### config.mk
export PLATFORM = sky130hd
export DESIGN_NAME = beep_melody
export DESIGN_NICKNAME = d
export VERILOG_FILES = /design/src/rtl/beep_pkg.sv /design/src/rtl/beep_melody_rom.sv /design/src/rtl/beep_melody.sv
export SDC_FILE = /design/constraint.sdc
export NUM_CORES = 1
export LEC_CHECK = 0
export CORE_MARGIN = 2
export CORE_UTILIZATION = 60
export CTS_CLUSTER_DIAMETER = 150
export DETAILED_ROUTE_END_ITERATION = 10
export PLACE_DENSITY = 0.86
export SLEW_MARGIN = 20
export SYNTH_ARGS = -nofsm -noshare
export SYNTH_HDL_FRONTEND = slang
export SYNTH_SLANG_ARGS = --single-unit
### constraint.sdc
create_clock -name sys_clk -period 3.5 [get_ports sys_clk]
set_input_delay 0.875 -clock sys_clk [delete_from_list [all_inputs] [get_ports sys_clk]]
set_output_delay 0.875 -clock sys_clk [all_outputs]
set_load 0.01 [all_outputs]
### src/rtl/beep_pkg.sv
// Shared types and constants for the melody buzzer: note codes, period table,
// ROM entry layout and controller states.
package beep_pkg;

    localparam logic [3:0] REST  = 4'd0;
    localparam logic [3:0] DO    = 4'd1;
    localparam logic [3:0] RE    = 4'd2;
    localparam logic [3:0] MI    = 4'd3;
    localparam logic [3:0] FA    = 4'd4;
    localparam logic [3:0] SO    = 4'd5;
    localparam logic [3:0] LA    = 4'd6;
    localparam logic [3:0] XI    = 4'd7;
    localparam logic [3:0] DO_H  = 4'd8;
    localparam logic [3:0] RE_H  = 4'd9;
    localparam logic [3:0] MI_H  = 4'd10;
    localparam logic [3:0] FA_H  = 4'd11;
    localparam logic [3:0] SO_H  = 4'd12;
    localparam logic [3:0] LA_H  = 4'd13;
    localparam logic [3:0] XI_H  = 4'd14;

    localparam logic [17:0] P_DO = 18'd190839;
    localparam logic [17:0] P_RE = 18'd170067;
    localparam logic [17:0] P_MI = 18'd151514;
    localparam logic [17:0] P_FA = 18'd143265;
    localparam logic [17:0] P_SO = 18'd127550;
    localparam logic [17:0] P_LA = 18'd113635;
    localparam logic [17:0] P_XI = 18'd101213;

    // ROM word: code in [6:3], beats (duration minus one) in [2:0]
    typedef struct packed {
        logic [3:0] code;
        logic [2:0] beats;
    } entry_t;

    typedef enum logic [1:0] {IDLE, LOAD, PLAY, GAP} state_t;

    function automatic logic [17:0] note_period(input logic [3:0] code);
        logic [17:0] p;
        case (code)
            DO:      p = P_DO;
            RE:      p = P_RE;
            MI:      p = P_MI;
            FA:      p = P_FA;
            SO:      p = P_SO;
            LA:      p = P_LA;
            XI:      p = P_XI;
            DO_H:    p = P_DO >> 1;
            RE_H:    p = P_RE >> 1;
            MI_H:    p = P_MI >> 1;
            FA_H:    p = P_FA >> 1;
            SO_H:    p = P_SO >> 1;
            LA_H:    p = P_LA >> 1;
            XI_H:    p = P_XI >> 1;
            default: p = 18'd0;
        endcase
        return p;
    endfunction

    // Code 15 is unassigned and is treated as silence
    function automatic logic is_rest(input logic [3:0] code);
        return (code == REST) || (code == 4'd15);
    endfunction

endpackage

### src/rtl/beep_melody_rom.sv
// Default song ROM; replace the table contents per project.
module melody_rom
    import beep_pkg::*;
(
    input  logic [3:0] idx_i,
    output entry_t     entry_o
);

    // Sixteen-entry song lookup
    always_comb begin
        entry_o = '{code: REST, beats: 3'd0};
        case (idx_i)
            4'd0:    entry_o = '{code: DO,   beats: 3'd1};
            4'd1:    entry_o = '{code: REST, beats: 3'd0};
            4'd2:    entry_o = '{code: RE,   beats: 3'd0};
            4'd3:    entry_o = '{code: MI,   beats: 3'd0};
            4'd4:    entry_o = '{code: FA,   beats: 3'd1};
            4'd5:    entry_o = '{code: SO,   beats: 3'd0};
            4'd6:    entry_o = '{code: LA,   beats: 3'd0};
            4'd7:    entry_o = '{code: XI,   beats: 3'd1};
            4'd8:    entry_o = '{code: DO_H, beats: 3'd2};
            4'd9:    entry_o = '{code: XI,   beats: 3'd0};
            4'd10:   entry_o = '{code: LA,   beats: 3'd0};
            4'd11:   entry_o = '{code: SO,   beats: 3'd1};
            4'd12:   entry_o = '{code: FA,   beats: 3'd0};
            4'd13:   entry_o = '{code: MI,   beats: 3'd0};
            4'd14:   entry_o = '{code: RE,   beats: 3'd0};
            4'd15:   entry_o = '{code: DO,   beats: 3'd3};
            default: entry_o = '{code: REST, beats: 3'd0};
        endcase
    end

endmodule

### src/rtl/beep_melody.sv
// Melody player: steps through the song ROM, generating a duty-controlled
// square wave per note with a silent gap between notes.
module beep_melody
    import beep_pkg::*;
#(
    parameter logic [24:0] BEAT_TICKS   = 25'd12_499_999,
    parameter logic [21:0] GAP_TICKS    = 22'd2_499_999,
    parameter int unsigned SONG_LEN     = 16,
    parameter bit          LOOP         = 1'b1,
    parameter int unsigned DUTY_SHIFT   = 1,
    parameter int unsigned PERIOD_SHIFT = 0
) (
    input  logic       sys_clk,
    input  logic       sys_rst_n,
    input  logic       start,
    input  logic       stop,
    input  logic       mute,
    output logic       beep,
    output logic       busy,
    output logic       done,
    output logic [3:0] note_idx
);

    localparam logic [3:0] LAST_IDX = 4'(SONG_LEN - 1);

    state_t      state_q;
    logic [3:0]  note_idx_q;
    logic [17:0] period_q;
    logic        rest_q;
    logic [2:0]  beats_q;
    logic [24:0] tick_q;
    logic [2:0]  beat_q;
    logic [21:0] gap_q;
    logic [17:0] freq_q;
    logic        beep_q;
    logic        busy_q;
    logic        done_q;

    entry_t      rom_entry_s;
    logic        tone_d;
    logic [17:0] freq_d;
    logic        play_end_s;
    logic        gap_end_s;

    melody_rom u_rom (
        .idx_i   (note_idx_q),
        .entry_o (rom_entry_s)
    );

    assign play_end_s = (tick_q == BEAT_TICKS) && (beat_q == beats_q);
    assign gap_end_s  = (gap_q == GAP_TICKS);

    // Tone level and phase-counter wrap for the current PLAY cycle
    always_comb begin
        tone_d = 1'b0;
        freq_d = 18'd0;
        if (!rest_q && !mute && (freq_q > (period_q >> DUTY_SHIFT))) begin
            tone_d = 1'b1;
        end else begin
            tone_d = 1'b0;
        end
        if (freq_q == period_q) begin
            freq_d = 18'd0;
        end else begin
            freq_d = freq_q + 18'd1;
        end
    end

    // Sequencer FSM with registered outputs
    always_ff @(posedge sys_clk or negedge sys_rst_n) begin
        if (!sys_rst_n) begin
            state_q    <= IDLE;
            note_idx_q <= 4'd0;
            period_q   <= 18'd0;
            rest_q     <= 1'b1;
            beats_q    <= 3'd0;
            tick_q     <= 25'd0;
            beat_q     <= 3'd0;
            gap_q      <= 22'd0;
            freq_q     <= 18'd0;
            beep_q     <= 1'b0;
            busy_q     <= 1'b0;
            done_q     <= 1'b0;
        end else if (stop) begin
            // stop also masks a coincident start while idle
            state_q    <= IDLE;
            note_idx_q <= 4'd0;
            beep_q     <= 1'b0;
            busy_q     <= 1'b0;
            done_q     <= 1'b0;
        end else begin
            done_q <= 1'b0;
            case (state_q)
                IDLE: begin
                    beep_q <= 1'b0;
                    if (start) begin
                        state_q    <= LOAD;
                        note_idx_q <= 4'd0;
                        busy_q     <= 1'b1;
                    end
                end
                LOAD: begin
                    period_q <= note_period(rom_entry_s.code) >> PERIOD_SHIFT;
                    rest_q   <= is_rest(rom_entry_s.code);
                    beats_q  <= rom_entry_s.beats;
                    tick_q   <= 25'd0;
                    beat_q   <= 3'd0;
                    freq_q   <= 18'd0;
                    beep_q   <= 1'b0;
                    state_q  <= PLAY;
                end
                PLAY: begin
                    freq_q <= freq_d;
                    if (tick_q == BEAT_TICKS) begin
                        tick_q <= 25'd0;
                        beat_q <= beat_q + 3'd1;
                    end else begin
                        tick_q <= tick_q + 25'd1;
                    end
                    if (play_end_s) begin
                        beep_q  <= 1'b0;
                        gap_q   <= 22'd0;
                        state_q <= GAP;
                    end else begin
                        beep_q  <= tone_d;
                    end
                end
                GAP: begin
                    beep_q <= 1'b0;
                    if (!gap_end_s) begin
                        gap_q <= gap_q + 22'd1;
                    end else if (note_idx_q != LAST_IDX) begin
                        note_idx_q <= note_idx_q + 4'd1;
                        state_q    <= LOAD;
                    end else if (LOOP) begin
                        note_idx_q <= 4'd0;
                        state_q    <= LOAD;
                    end else begin
                        state_q <= IDLE;
                        busy_q  <= 1'b0;
                        done_q  <= 1'b1;
                    end
                end
                default: begin
                    state_q <= IDLE;
                    beep_q  <= 1'b0;
                    busy_q  <= 1'b0;
                end
            endcase
        end
    end

    assign beep     = beep_q;
    assign busy     = busy_q;
    assign done     = done_q;
    assign note_idx = note_idx_q;

endmodule

==> impl_metrics.py <==
metrics = {
    "sta": {
        "setup_tns_ns": 0,
        "hold_ws_ns": 0.493,
        "finalSetupViolCount": 0,
        "fin_ws_ns": 0.600,
        "hold_viol_final": 0,
        "finClkSkew_ns": 0.00827,
        "slew_viol_final": 0,
        "rsz0062_at_grt": "no",
        "fin_crit_sh_pct": 82.9,
        "tightestPinTransition_ns": 0.664,
        "period_minus_slack_ns": 2.90,
        "fmax_ghz": 0.345,
        "relSlewSlack_pct": 54.5,
    },
    "die": {
        "rows": 36,
        "dieArea_sq_um": 10800,
        "die_y_um": 104,
        "core_area_sq_um": 9730,
        "top_level_ports": 12,
        "die_w_um": 104,
        "start_util_pct": 61.7,
    },
    "setup_path": {
        "end_kind": "flip-flop",
        "critPathRequiredTime_ns": 3.76,
        "cp.arrival_ns": 3.16,
        "critical_path_class": "in -> reg",
        "cp_max_fo": 7,
        "startpoint_type": "input pin",
    },
    "grt": {
        "grt_remaining_overflow": 0,
        "grt_pass1_wl_mm": 22.2,
        "antenna_found_initial": 0,
        "grt_pass1_vias": 4782,
        "grtUsageTotal_pct": 24.5,
        "grt_max_degree": 54,
    },
    "clock_tree": {
        "numCtsBuffers": 9,
        "clock-sinks": 97,
        "cts_resized": 0,
        "clock_latency_ns": 0.36,
        "cts_root_buf": "clkbuf_8",
        "clockBufferDepth": 2,
        "cts_tree": "done",
        "clk_pin_slew_ns": 0.09,
        "htreeDepth": 3,
        "ctsHoldBuffers": 0,
        "postCtsSetupBuffers": 0,
    },
    "route": {
        "via_per_inst": 6.00,
        "first_pass_iters": 5,
        "vias": 4906,
        "first_iter_violations": 238,
        "drc": 0,
        "wire_per_inst_um": 15.5,
        "ant_nets": 0,
        "wirelength_mm": 12.7,
    },
    "finish": {
        "nNetsFinal": 722,
        "ff_latch_area_sq_um": 2430,
        "n_fill_cell": 780,
        "antenna_cells": 0,
        "drive_gt1_share_pct": 6.73,
        "post-route-util_pct": 66.1,
        "syn_to_final_growth_pct": 7.15,
        "multi_input_area_sq_um": 3320,
    },
    "run": {
        "drv_cap": 0,
    },
    "yosys": {
        "ys.warnings.count": 0,
        "synth_top_area_share_pct": 40.0,
        "synth_top_area_cell": "dfrtp_1",
        "ys_ff_latch": 97,
        "synth_fp_nets": 717,
        "async_flop_share_pct": 100,
        "synthCells": 674,
        "ys.flop_type": "dfrtp_1",
        "synth-edff-count": 0,
        "synth_area_leaders": "dfrtp_1 (40%), ha_1 (7.9%), xnor2_1 (5.1%)",
        "ys_seq_area_share_pct": 40.5,
        "netlist_area_sq_um": 6000,
        "avgSynthCellArea_sq_um": 8.90,
        "synth_cell_types": 59,
    },
    "worst_hold_path": {
        "hold_path.class": "reg -> reg",
    },
    "place": {
        "dpl.hpwl_mm": 9.23,
        "post-place-ws_ns": 0.217,
        "gp_congestion": 0.928,
        "io_buffers": 10,
    },
    "pwr": {
        "power.total_mw": 2.83,
        "power_density_nw_per_um2": 441,
        "leakage_nw": 2.79,
        "ir_worst_vdd_v": 0.000237,
    },
    "outcome": {
        "status": "complete, no violations",
    },
}
## layout make-up
type                            count  share of cell area (%)
Tap cell                          133                    2.59
Timing Repair Buffer               22                    3.11
Inverter                           35                    2.04
Clock buffer                       10                    2.14
Sequential cell                    97                    37.8
Multi-Input combinational cell    514                    51.7
Clock inverter                      6                   0.642
## layer usage
metal  vias to the layer above  GRT usage, %  routed length [um]
li1                       2393             -                   -
met5                         -             0                   0
met1                      2361          32.6                5640
met4                         0          9.85                 292
met3                        25          3.13                 455
met2                       127          41.0                6310
## registers in the layout (all words and copies together), names as in the netlist
name	flops
tick_q	25
gap_q	22
freq_q	18
period_q	18
note_idx	4
beat_q	3
beats_q	2
state_q	2
beep	1
busy	1
rest_q	1
## metrics by stage
| stage | std cells | area (sq um) |
|---|---|---|
| 2_1_floorplan | 674 | 6000 |
| 4_1_cts | 817 | 6430 |
| 3_3_place_gp | 801 | 6250 |
| 3_5_place_dp | 801 | 6250 |
| 5_1_grt | 817 | 6430 |
| 6_report | 817 | 6430 |
## cell usage in the layout (no fill, tap or decap), drive strengths merged, types with 22 or more instances in the layout
master,n
dfrtp,96
nand2,66
nor2,63
o21ai,54
ha,38
inv,37
xnor2,35
nand3,34
a21oi,26
xor2,22
## power breakdown
part	internal (mW)	leakage [nW]	switching, mW
logic	0.300	1.40	0.469
clock network	0.281	0.0968	0.406
registers	1.25	1.30	0.133
total	1.83	2.79	1.01
## final timing paths
| kind | end | start | slack, ns | cells past startpoint |
|---|---|---|---|---|
| max in group asynchronous | rest_q | sys_rst_n | 2.28 | 2 |
| min in group asynchronous | freq_q[16] | sys_rst_n | 0.50 | 1 |
| min | rest_q | rest_q | 0.49 | 2 |
| max reg2reg | gap_q[10] | tick_q[8] | 0.62 | 6 |
| max | gap_q[21] | stop | 0.60 | 6 |
| min reg2reg | rest_q | rest_q | 0.49 | 2 |
## cells in the mapped netlist, drive strengths merged (5+ instances only)
cell and number:
or3 10, o31ai 8, and3 7, a21oi 26, or2 5, xnor2 35
nor2 63, a2111oi 7, xor2 22, a22o 10, nor4 7, inv 35
dfrtp 96, ha 38, nor3 16, clkbuf 23, or4 5, nand2b 15
a211oi 7, buf 5, nor2b 9, nand4 19, nor4b 5, o21ai 54
a21o 6, and4 5, nand3 34, nand2 66
## critical path, stage by stage
cell,delay [ns]
clkdlybuf4s50_1,0.42
or4b_4,0.55
or4_4,0.56
a2111oi_1,0.51
xnor2_1,0.19
nor2_2,0.04
## logic make-up after synthesis
family          count (synthesis)  synth area share, %
compound gates                133                 14.0
xor+xnor                       57                 8.32
fa+ha+maj                      38                 7.92
buf+inv                        63                 4.23
flops                          97                 40.5
mux                             5                0.855
other cells                     1               0.0625
simple gates                  280                 24.2
No activity file was read; power rests on OpenSTA's default activity.
